===== src/rtl/sdram_arb_pkg.sv =====
`default_nettype none
// ============================================================================
// Module   : sdram_arb_pkg
// Brief    : Shared widths, FSM state type and tag sizing for the SDRAM arbiter.
// Revision : 1.0
// ============================================================================
package sdram_arb_pkg;

   localparam int SDRAM_ADDR_W = 26;
   localparam int SDRAM_DATA_W = 32;
   localparam int SDRAM_BE_W   = 4;

   typedef enum logic [0:0] {
      IDLE  = 1'b0,
      GRANT = 1'b1
   } arb_state_t;

   // Tag 0 means "no master", so N masters need room for N+1 codes.
   function automatic int tag_width(input int n);
      return $clog2(n + 1);
   endfunction

endpackage
`default_nettype wire


===== src/rtl/rr_pick.sv =====
`default_nettype none
// ============================================================================
// Module   : rr_pick
// Brief    : Round-robin picker; searches from ptr+1 upward, wrapping modulo N.
// Revision : 1.0
// ============================================================================
module rr_pick #(
   parameter int N     = 4,
   parameter int IDX_W = (N > 1) ? $clog2(N) : 1
) (
   input  logic [N-1:0]     req,
   input  logic [IDX_W-1:0] ptr,
   output logic             found,
   output logic [IDX_W-1:0] idx
);

   logic [IDX_W-1:0] w_cand;

   // Walk the offsets from farthest to nearest so the nearest requester wins.
   always_comb begin
      found  = 1'b0;
      idx    = '0;
      w_cand = '0;
      for (int k = N; k >= 1; k--) begin
         w_cand = IDX_W'((int'(ptr) + k) % N);
         if (req[w_cand]) begin
            found = 1'b1;
            idx   = w_cand;
         end
      end
   end

endmodule
`default_nettype wire


===== src/rtl/sdram_arbiter_nrr.sv =====
`default_nettype none
// ============================================================================
// Module   : sdram_arbiter_nrr
// Brief    : N-master SDRAM arbiter, two priority classes with per-class
//            round-robin; optional ageing enabled by SDRAM_ARB_AGE_EN.
// Revision : 1.0
// ============================================================================
module sdram_arbiter_nrr
   import sdram_arb_pkg::*;
#(
   parameter int                     NUM_MASTERS = 4,
   parameter logic [NUM_MASTERS-1:0] HIPRI_MASK  = {{(NUM_MASTERS-1){1'b0}}, 1'b1},
   parameter int                     MAX_WAIT    = 255,
   localparam int                    TAG_W       = tag_width(NUM_MASTERS)
) (
   input  logic                                      clock,
   input  logic                                      reset,
   input  logic [NUM_MASTERS-1:0]                    m_request,
   input  logic [NUM_MASTERS-1:0][SDRAM_ADDR_W-1:0]  m_addr,
   input  logic [NUM_MASTERS-1:0]                    m_write,
   input  logic [NUM_MASTERS-1:0]                    m_burst,
   input  logic [NUM_MASTERS-1:0][SDRAM_BE_W-1:0]    m_byte_enable,
   input  logic [NUM_MASTERS-1:0][SDRAM_DATA_W-1:0]  m_wdata,
   output logic [NUM_MASTERS-1:0]                    m_ack,
   output logic [SDRAM_DATA_W-1:0]                   m_rdata,
   output logic [NUM_MASTERS-1:0]                    m_rdvalid,
   output logic [NUM_MASTERS-1:0]                    m_complete,
   output logic [TAG_W-1:0]                          sdram_req,
   output logic [SDRAM_ADDR_W-1:0]                   sdram_addr,
   output logic                                      sdram_write,
   output logic                                      sdram_burst,
   output logic [SDRAM_BE_W-1:0]                     sdram_byte_enable,
   output logic [SDRAM_DATA_W-1:0]                   sdram_wdata,
   input  logic                                      sdram_ack,
   input  logic [SDRAM_DATA_W-1:0]                   sdram_rdata,
   input  logic [TAG_W-1:0]                          sdram_rdvalid,
   input  logic                                      sdram_complete
);

   localparam int               c_idx_w    = $clog2(NUM_MASTERS);
   localparam logic [c_idx_w-1:0] c_last_idx = c_idx_w'(NUM_MASTERS - 1);

   arb_state_t r_state;
   arb_state_t w_state_nxt;

   logic [c_idx_w-1:0]      r_idx;
   logic [c_idx_w-1:0]      r_hi_ptr;
   logic [c_idx_w-1:0]      r_lo_ptr;
   logic [SDRAM_ADDR_W-1:0] r_addr;
   logic                    r_write;
   logic                    r_burst;
   logic [SDRAM_BE_W-1:0]   r_be;
   logic [SDRAM_DATA_W-1:0] r_wdata;

   logic [NUM_MASTERS-1:0]  w_aged;
   logic [NUM_MASTERS-1:0]  w_hi_class;
   logic [NUM_MASTERS-1:0]  w_hi_req;
   logic [NUM_MASTERS-1:0]  w_lo_req;
   logic                    w_hi_found;
   logic                    w_lo_found;
   logic [c_idx_w-1:0]      w_hi_idx;
   logic [c_idx_w-1:0]      w_lo_idx;
   logic [c_idx_w-1:0]      w_win_idx;
   logic                    w_grant;

`ifdef SDRAM_ARB_AGE_EN
   localparam int                 c_age_w    = $clog2(MAX_WAIT + 1);
   localparam logic [c_age_w-1:0] c_max_wait = c_age_w'(MAX_WAIT);

   for (genvar i = 0; i < NUM_MASTERS; i++) begin : g_age
      if (HIPRI_MASK[i]) begin : g_hi
         assign w_aged[i] = 1'b0;
      end else begin : g_lo
         logic [c_age_w-1:0] r_age;
         logic               w_served;

         // Cleared both at selection and while its own command is in flight.
         assign w_served = (w_grant && (w_win_idx == c_idx_w'(i))) ||
                           ((r_state == GRANT) && (r_idx == c_idx_w'(i)));

         always_ff @(posedge clock) begin
            if (reset || !m_request[i] || w_served) begin
               r_age <= '0;
            end else if (r_age != c_max_wait) begin
               r_age <= r_age + 1'b1;
            end
         end

         assign w_aged[i] = (r_age == c_max_wait);
      end
   end
`else
   assign w_aged = '0;
`endif

   assign w_hi_class = HIPRI_MASK | w_aged;
   assign w_hi_req   = m_request & w_hi_class;
   assign w_lo_req   = m_request & ~w_hi_class;

   rr_pick #(.N(NUM_MASTERS), .IDX_W(c_idx_w)) u_pick_hi (
      .req   (w_hi_req),
      .ptr   (r_hi_ptr),
      .found (w_hi_found),
      .idx   (w_hi_idx)
   );

   rr_pick #(.N(NUM_MASTERS), .IDX_W(c_idx_w)) u_pick_lo (
      .req   (w_lo_req),
      .ptr   (r_lo_ptr),
      .found (w_lo_found),
      .idx   (w_lo_idx)
   );

   assign w_win_idx = w_hi_found ? w_hi_idx : w_lo_idx;
   assign w_grant   = (r_state == IDLE) && (w_hi_found || w_lo_found);

   always_ff @(posedge clock) begin
      if (reset) begin
         r_state <= IDLE;
      end else begin
         r_state <= w_state_nxt;
      end
   end

   // Ack is suppressed under reset so an interrupted grant never completes.
   always_comb begin
      w_state_nxt = r_state;
      m_ack       = '0;
      case (r_state)
         IDLE: begin
            if (w_grant) begin
               w_state_nxt = GRANT;
            end
         end
         GRANT: begin
            if (sdram_ack) begin
               w_state_nxt = IDLE;
               if (!reset) begin
                  m_ack[r_idx] = 1'b1;
               end
            end
         end
         default: w_state_nxt = IDLE;
      endcase
   end

   always_ff @(posedge clock) begin
      if (reset) begin
         r_idx    <= '0;
         r_hi_ptr <= c_last_idx;
         r_lo_ptr <= c_last_idx;
         r_addr   <= '0;
         r_write  <= 1'b0;
         r_burst  <= 1'b0;
         r_be     <= '0;
         r_wdata  <= '0;
      end else if (w_grant) begin
         r_idx   <= w_win_idx;
         r_addr  <= m_addr[w_win_idx];
         r_write <= m_write[w_win_idx];
         r_burst <= m_burst[w_win_idx];
         r_be    <= m_byte_enable[w_win_idx];
         r_wdata <= m_wdata[w_win_idx];
         if (w_hi_found) begin
            r_hi_ptr <= w_hi_idx;
         end else begin
            r_lo_ptr <= w_lo_idx;
         end
      end
   end

   assign sdram_req         = (r_state == GRANT) ? (TAG_W'(r_idx) + TAG_W'(1)) : '0;
   assign sdram_addr        = r_addr;
   assign sdram_write       = r_write;
   assign sdram_burst       = r_burst;
   assign sdram_byte_enable = r_be;
   assign sdram_wdata       = r_wdata;

   assign m_rdata = sdram_rdata;

   for (genvar i = 0; i < NUM_MASTERS; i++) begin : g_rd_demux
      assign m_rdvalid[i]  = (sdram_rdvalid == TAG_W'(i + 1));
      assign m_complete[i] = sdram_complete && (sdram_rdvalid == TAG_W'(i + 1));
   end

endmodule
`default_nettype wire

===== config.mk =====
export PLATFORM = sky130hd
export DESIGN_NAME = sdram_arbiter_nrr
export DESIGN_NICKNAME = d
export VERILOG_FILES = /design/src/rtl/sdram_arb_pkg.sv /design/src/rtl/rr_pick.sv /design/src/rtl/sdram_arbiter_nrr.sv
export SDC_FILE = /design/constraint.sdc
export NUM_CORES = 1
export LEC_CHECK = 0
export ABC_AREA = 1
export CAP_MARGIN = 15
export CORE_ASPECT_RATIO = 0.5
export CORE_MARGIN = 2
export CORE_UTILIZATION = 30
export CTS_BUF_LIST = sky130_fd_sc_hd__clkbuf_8 sky130_fd_sc_hd__clkbuf_16
export DETAILED_ROUTE_END_ITERATION = 10
export PLACE_DENSITY = 0.77
export SKIP_LAST_GASP = 1
export SYNTH_ARGS = -nofsm -noshare
export SYNTH_HDL_FRONTEND = slang
export SYNTH_HIERARCHICAL = 1
export SYNTH_SLANG_ARGS = --single-unit

===== constraint.sdc =====
create_clock -name clock -period 2.1 [get_ports clock]
set_input_delay 0.63 -clock clock [delete_from_list [all_inputs] [get_ports clock]]
set_output_delay 0.63 -clock clock [all_outputs]
set_load 0.03 [all_outputs]

# --- Word-level counts from Yosys, hierarchy flattened ---
# Index checks and enable logic that the tools add are counted.
word_totals:
  in_bits: 299
  ff_bits: 71
  output_inout_bits: 111
  wordCells: 96
op_classes:
  bitwise: 2
  order_cmp: 11
  n_reduce_logical: 9
  addsub: 9
  mux: 52
  n_eq_ne: 4
op_table:
  columns: ["operator", "count"]
  rows:
  - ["$bmux W32 S2", 1]
  - ["$bmux W26 S2", 1]
  - ["$mux W32", 1]
  - ["$lt A2 B3 Y1 const B", 10]
  - ["$mux W26", 1]
  - ["$mux W1", 21]
  - ["$bmux W1 S2", 10]
  - ["$mux W2", 9]
  - ["$mux W4", 4]
  - ["$add A2 B1 Y2 const B", 4]
  - ["$add A2 B2 Y2 const B", 4]
  - ["$bmux W4 S2", 1]
  - ["$eq A3 B2 Y1 const B", 2]
  - ["$logic_and A1 B1 Y1", 6]
  - ["$reduce_and A2 Y1", 2]
  - ["$add A2 B1 Y3 const B", 1]
  - ["$eq A3 B1 Y1 const B", 1]
  - ["$eq A3 B3 Y1 const B", 1]
  - ["$mux W3", 1]
  - ["$demux W1 S2", 1]
  - ["$ge A2 B1 Y1 const B", 1]
  - ["$not A1 Y1", 2]
  - ["$pmux W1 S2", 1]
  - ["$logic_or A1 B1 Y1", 1]

# --- Longest topological paths before layout ---
depth:
  ltp_word: 11
  depth_mapped: 19
  depth_no_buf: 16

# --- Hierarchy ---
# Netlist, hierarchy kept.
modules_own_cells:
  columns: ["mod", "cells_each", "n_inst", "area_per_inst_um2", "seq_area_each_um2"]
  rows:
  - ["sdram_arbiter_nrr", 1063, 1, 5860.6, 1421.4]
  - ["rr_pick", 51, 2, 246.5, 0.0]

# --- Worst setup path after synthesis ---
# Ideal clock, no wire load.
synth_timing:
  kind: "input -> output"
  start: "in reset"
  end: "out m_ack[0]"
  arrival_time_ns: 1.814
  n_path_buf: 3
  slack_ns: -0.344
  path_stages: 6
  required_ns: 1.470
  path_cell_list: "buf_2 inv_1 buf_2 buf_2 nand3_1 nor2_1"
synth_via:
  elab_chain_cells: 3
synth_rtl:
  columns: ["element", "line_no", "text"]
  rows:
  - ["start, declared", "sdram_arbiter_nrr.sv:17", "input logic reset,"]
  - ["$mux W4", "sdram_arbiter_nrr.sv:138", "if (!reset) begin"]
  - ["$mux W4", "sdram_arbiter_nrr.sv:136", "if (sdram_ack) begin"]
  - ["$mux W4", "sdram_arbiter_nrr.sv:129", "case (r_state)"]
  - ["end, declared", "sdram_arbiter_nrr.sv:24", "output logic [NUM_MASTERS-1:0] m_ack,"]
# No other way between the ends.

# --- Worst setup path in the final report ---
layout_timing:
  start: "in m_request[3]"
  end: "reg r_wdata[4], in the netlist sdram_wdata[4]"
layout_via:
  elab_chain_cells: 9
  elab_cells_between_ends: 21
  cone_classes: "19 x mux; 2 x reduce/logical"
layout_rtl:
  columns: ["element", "line_no", "text"]
  rows:
  - ["start, declared", "sdram_arbiter_nrr.sv:18", "input logic [NUM_MASTERS-1:0] m_request,"]
  - ["$bmux W1 S2", "rr_pick.sv:26", "if (req[w_cand]) begin"]
  - ["$mux W1 (implied by the code)", "rr_pick.sv:26", null]
  - ["$mux W2 (3 in series)", "rr_pick.sv:26", null]
  - ["$mux W2 (*)", "rr_pick.sv:26", null]
  - ["net w_lo_idx[0]", "sdram_arbiter_nrr.sv:62", "logic [c_idx_w-1:0] w_lo_idx;"]
  - ["$mux W2 (*)", "sdram_arbiter_nrr.sv:114", "assign w_win_idx = w_hi_found ? w_hi_idx : w_lo_idx;"]
  - ["$bmux W32 S2 (*)", "sdram_arbiter_nrr.sv:163", "r_wdata <= m_wdata[w_win_idx];"]
  - ["$mux W32 (implied by the code) (*)", "sdram_arbiter_nrr.sv:163", null]
  - ["end signal, assigned", "sdram_arbiter_nrr.sv:163", null]
  - ["end, declared", "sdram_arbiter_nrr.sv:53", "logic [SDRAM_DATA_W-1:0] r_wdata;"]
# The timed path passes the listed nets; every way through them passes the cells marked *. The select of a mux whose other input is x is not followed.
# A chain may end at the register's enable or synchronous reset.

==> results.toml <==
[outcome]
status = "finished with violations"
violations = "negative setup slack"

[detailed_routing]
post-route-drc-count = 0
avgViaCountPerCell = 4.80
vias = 8902
wl_per_cell_um = 16.8
routed_wl_um = 31100
first_pass_iters = 5
first_iter_violations = 687
ant_nets = 0

[finish]
multi_input_area_um2 = 4670
fin_cells = 1854
nNetsFinal = 1878
n_fill_cell = 1739
seqCellArea_um2 = 1430
drive_gt1_frac = 0.269
syn_to_final_growth_pct = 104
final_area_um2 = 13000
fin_util = 0.629

[sta]
setup_slack_ns = -0.106
finalSetupViolCount = 58
relSlewSlack = 0.655
slew_violations = 0
fin_crit_ns = 2.21
grt_setup_unrepaired = "yes"
finalCritPeriodShare = 1.05
fin_hold_ws_ns = 0.537
finalHoldViolations = 0
fin_setup_tns_ns = -2.34
worst_pin_slew_ns = 0.517
fmax_ghz = 0.453
finClkSkew_ns = 0.0100

[power]
power_mw = 19.7
p_sw_mw = 9.33
p_int_mw = 10.3
clockPowerShare = 0.081
ir_drop_v = 0.000847
switching_share = 0.474
power_frac_seq = 0.114
power_leakage_nw = 6.62
pwr_density_cell_nw_per_um2 = 1520
p_comb_frac = 0.805

[grt]
grt_first_pass_wirelength_um = 42600
grt_pass1_vias = 8128
overflow = 0
grt_usage = 0.243
antenna_found_initial = 1
grt_max_degree = 43

[setup_path]
crit_slowest_cell = "clkdlybuf4s15_2"
path_buf_inv = 5
required_ns = 2.33
rr_worst_depth = 16
slowest_delay_ns = 0.22
critical_path_class = "in -> reg"
critical_path_arrival_ns = 2.44
crit_chain = "clkdlybuf4s15_2 > nand2_1 > o21ai_2 > buf_4 > nor2_4 > nor2_1 > nand3_1 > nand2_2 > nand2_4 > nand2_8 > buf_12 > buf_12 > nand2_2 > nand3_2 > nand3_2 > nand2_1 > inv_1"
critPathTopFamily = "simple AND/OR/NAND/NOR gates"
cp-start-kind = "primary input"
path_max_fanout = 8
cp-end-kind = "flip-flop"
path_depth = 17

[floorplanning]
io_pins = 410
die_w_um = 210
fp-row-count = 37
coreArea_um2 = 20600
die_y_um = 107
die-area_um2 = 22400
initial_core_util = 0.308

[yosys]
synth_area_per_cell_um2 = 5.45
synth_ff_type = "dfxtp_1"
syn_inst = 1165
synth_area_um2 = 6350
yosys_warnings = 6
yosysSeqAreaShare = 0.224
synth_edf_count = 0
ys_async_sr_fraction = 0
synth_cell_types = 30
ys_seq_elements = 71

[clock_network]
clock-sinks = 71
cts_buffers = 9
clock_latency_ns = 0.34
clkTransAtPathRegs_ns = 0.06
cts_tree = "built"
clock_path_buffers = 2
cts_root_buf = "clkbuf_16"
cts.htree.levels = 3

[placed_design]
dp_slack_ns = -0.666
dp_hpwl_um = 19800
portBuffers = 345
place_area_um2 = 10600
dp.cells = 1783
routabilityCongestion = 0.920

[flow_run]
cap_violations = 0

[worst_hold_path]
hp-class = "reg -> reg"
worstHoldPathCells = 4
cell usage after synthesis (4+ instances only):
cell | n | area (µm²)
inv_2 | 5 | 18.8
clkbuf_1 | 23 | 86.3
nor4_1 | 4 | 25.0
nand3_1 | 223 | 1120
nor3_1 | 4 | 20.0
nor2_1 | 140 | 526
buf_2 | 29 | 145
nand2_2 | 17 | 106
nand2_1 | 318 | 1190
inv_1 | 214 | 803
o21ai_0 | 4 | 20.0
dfxtp_1 | 71 | 1420
buf_6 | 5 | 56.3
ha_1 | 4 | 50.1
buf_4 | 40 | 300
nor3b_1 | 34 | 255
routing by layer:
layer | global-route usage | vias to the layer above | part of all wire
li1 | - | 4316 | -
met1 | 0.302 | 4124 | 0.41
met2 | 0.421 | 377 | 0.49
met3 | 0.0518 | 85 | 0.065
met4 | 0.0800 | 0 | 0.035
met5 | 0 | - | 0
worst paths after layout:
path	start	end	slack [ns]
worst min-delay path	sdram_wdata[27]	sdram_wdata[27]	0.54
worst min register to register	sdram_wdata[27]	sdram_wdata[27]	0.54
worst max-delay path	m_request[3]	sdram_wdata[4]	-0.11
worst max register to register	r_lo_ptr[0]	sdram_wdata[4]	-0.10
registers in the layout (all words and copies together), names as in the netlist:
name and flops:
r_hi_ptr 2, r_idx 2, r_lo_ptr 2, r_state 1
sdram_addr 26, sdram_burst 1, sdram_byte_enable 4, sdram_wdata 32
sdram_write 1
power groups by stage:
stage	registers [mW]	clock network, mW	logic, mW
6_report	2.25	1.58	15.8
5_1_grt	2.31	1.68	16.7
4_1_cts	2.23	1.61	13.7
3_5_place_dp	2.25	0	10.7
3_3_place_gp	2.24	0	10.6
2_1_floorplan	3.23	0	5.24
layout make-up:
type	instances	area share
inverter	222	0.0661
clock buffer	9	0.0174
tap	273	0.0263
antenna	1	0.000193
sequential	71	0.110
clock inverter	7	0.00569
timing repair buffer	492	0.414
multi-input combinational	779	0.360
cell families (layout without fill, tap and decap cells):
group                    count (synthesis)  after routing  synth area share
flip-flops                              71             71             0.224
AO/OA/AOI/OAI                           19             19            0.0191
buffers and inverters                  322            730             0.227
AND/OR/NAND/NOR                        748            748             0.521
other                                    1              9          0.000590
adder cells (fa/ha/maj)                  4              4           0.00788
layout by cell type (no fill, tap or decap), drive strengths merged:
cell type | Yosys | routed
clkdlybuf4s15 | 0 | 2
o21ai | 10 | 10
bufinv | 0 | 1
nor3 | 4 | 4
conb | 1 | 8
o31ai | 1 | 1
nand3 | 223 | 223
o211ai | 2 | 2
clkbuf | 23 | 20
a211oi | 1 | 1
and2 | 2 | 2
dlymetal6s2s | 0 | 2
buf | 77 | 154
nor4 | 4 | 4
nand2 | 338 | 338
dfxtp | 71 | 71
inv | 222 | 221
diode | 0 | 1
clkinvlp | 0 | 1
nor2 | 143 | 143
clkdlybuf4s50 | 0 | 317
nor3b | 34 | 34
ha | 4 | 4
a21boi | 2 | 2
a21oi | 3 | 3
dlygate4sd2 | 0 | 6
clkinv | 0 | 6
what timing repair did:
action / in CTS / in global routing
gates cloned: 13 / 10
hold buffers: 0 / 0
gates resized for setup: 152 / 196
endpoints found under the hold margin: 0 / 0
endpoints found under the setup margin: 81 / 76
pin swaps: 45 / 103
buffers inserted: 26 / 16
worst reg2reg max path: cells and delay by family (launching register included):
family	cells	cell delay [ns]
buf+inv	5	0.65
simple gates	10	0.91
compound gates	1	0.18
flops	1	0.37
(Power assumes the default switching activity.)
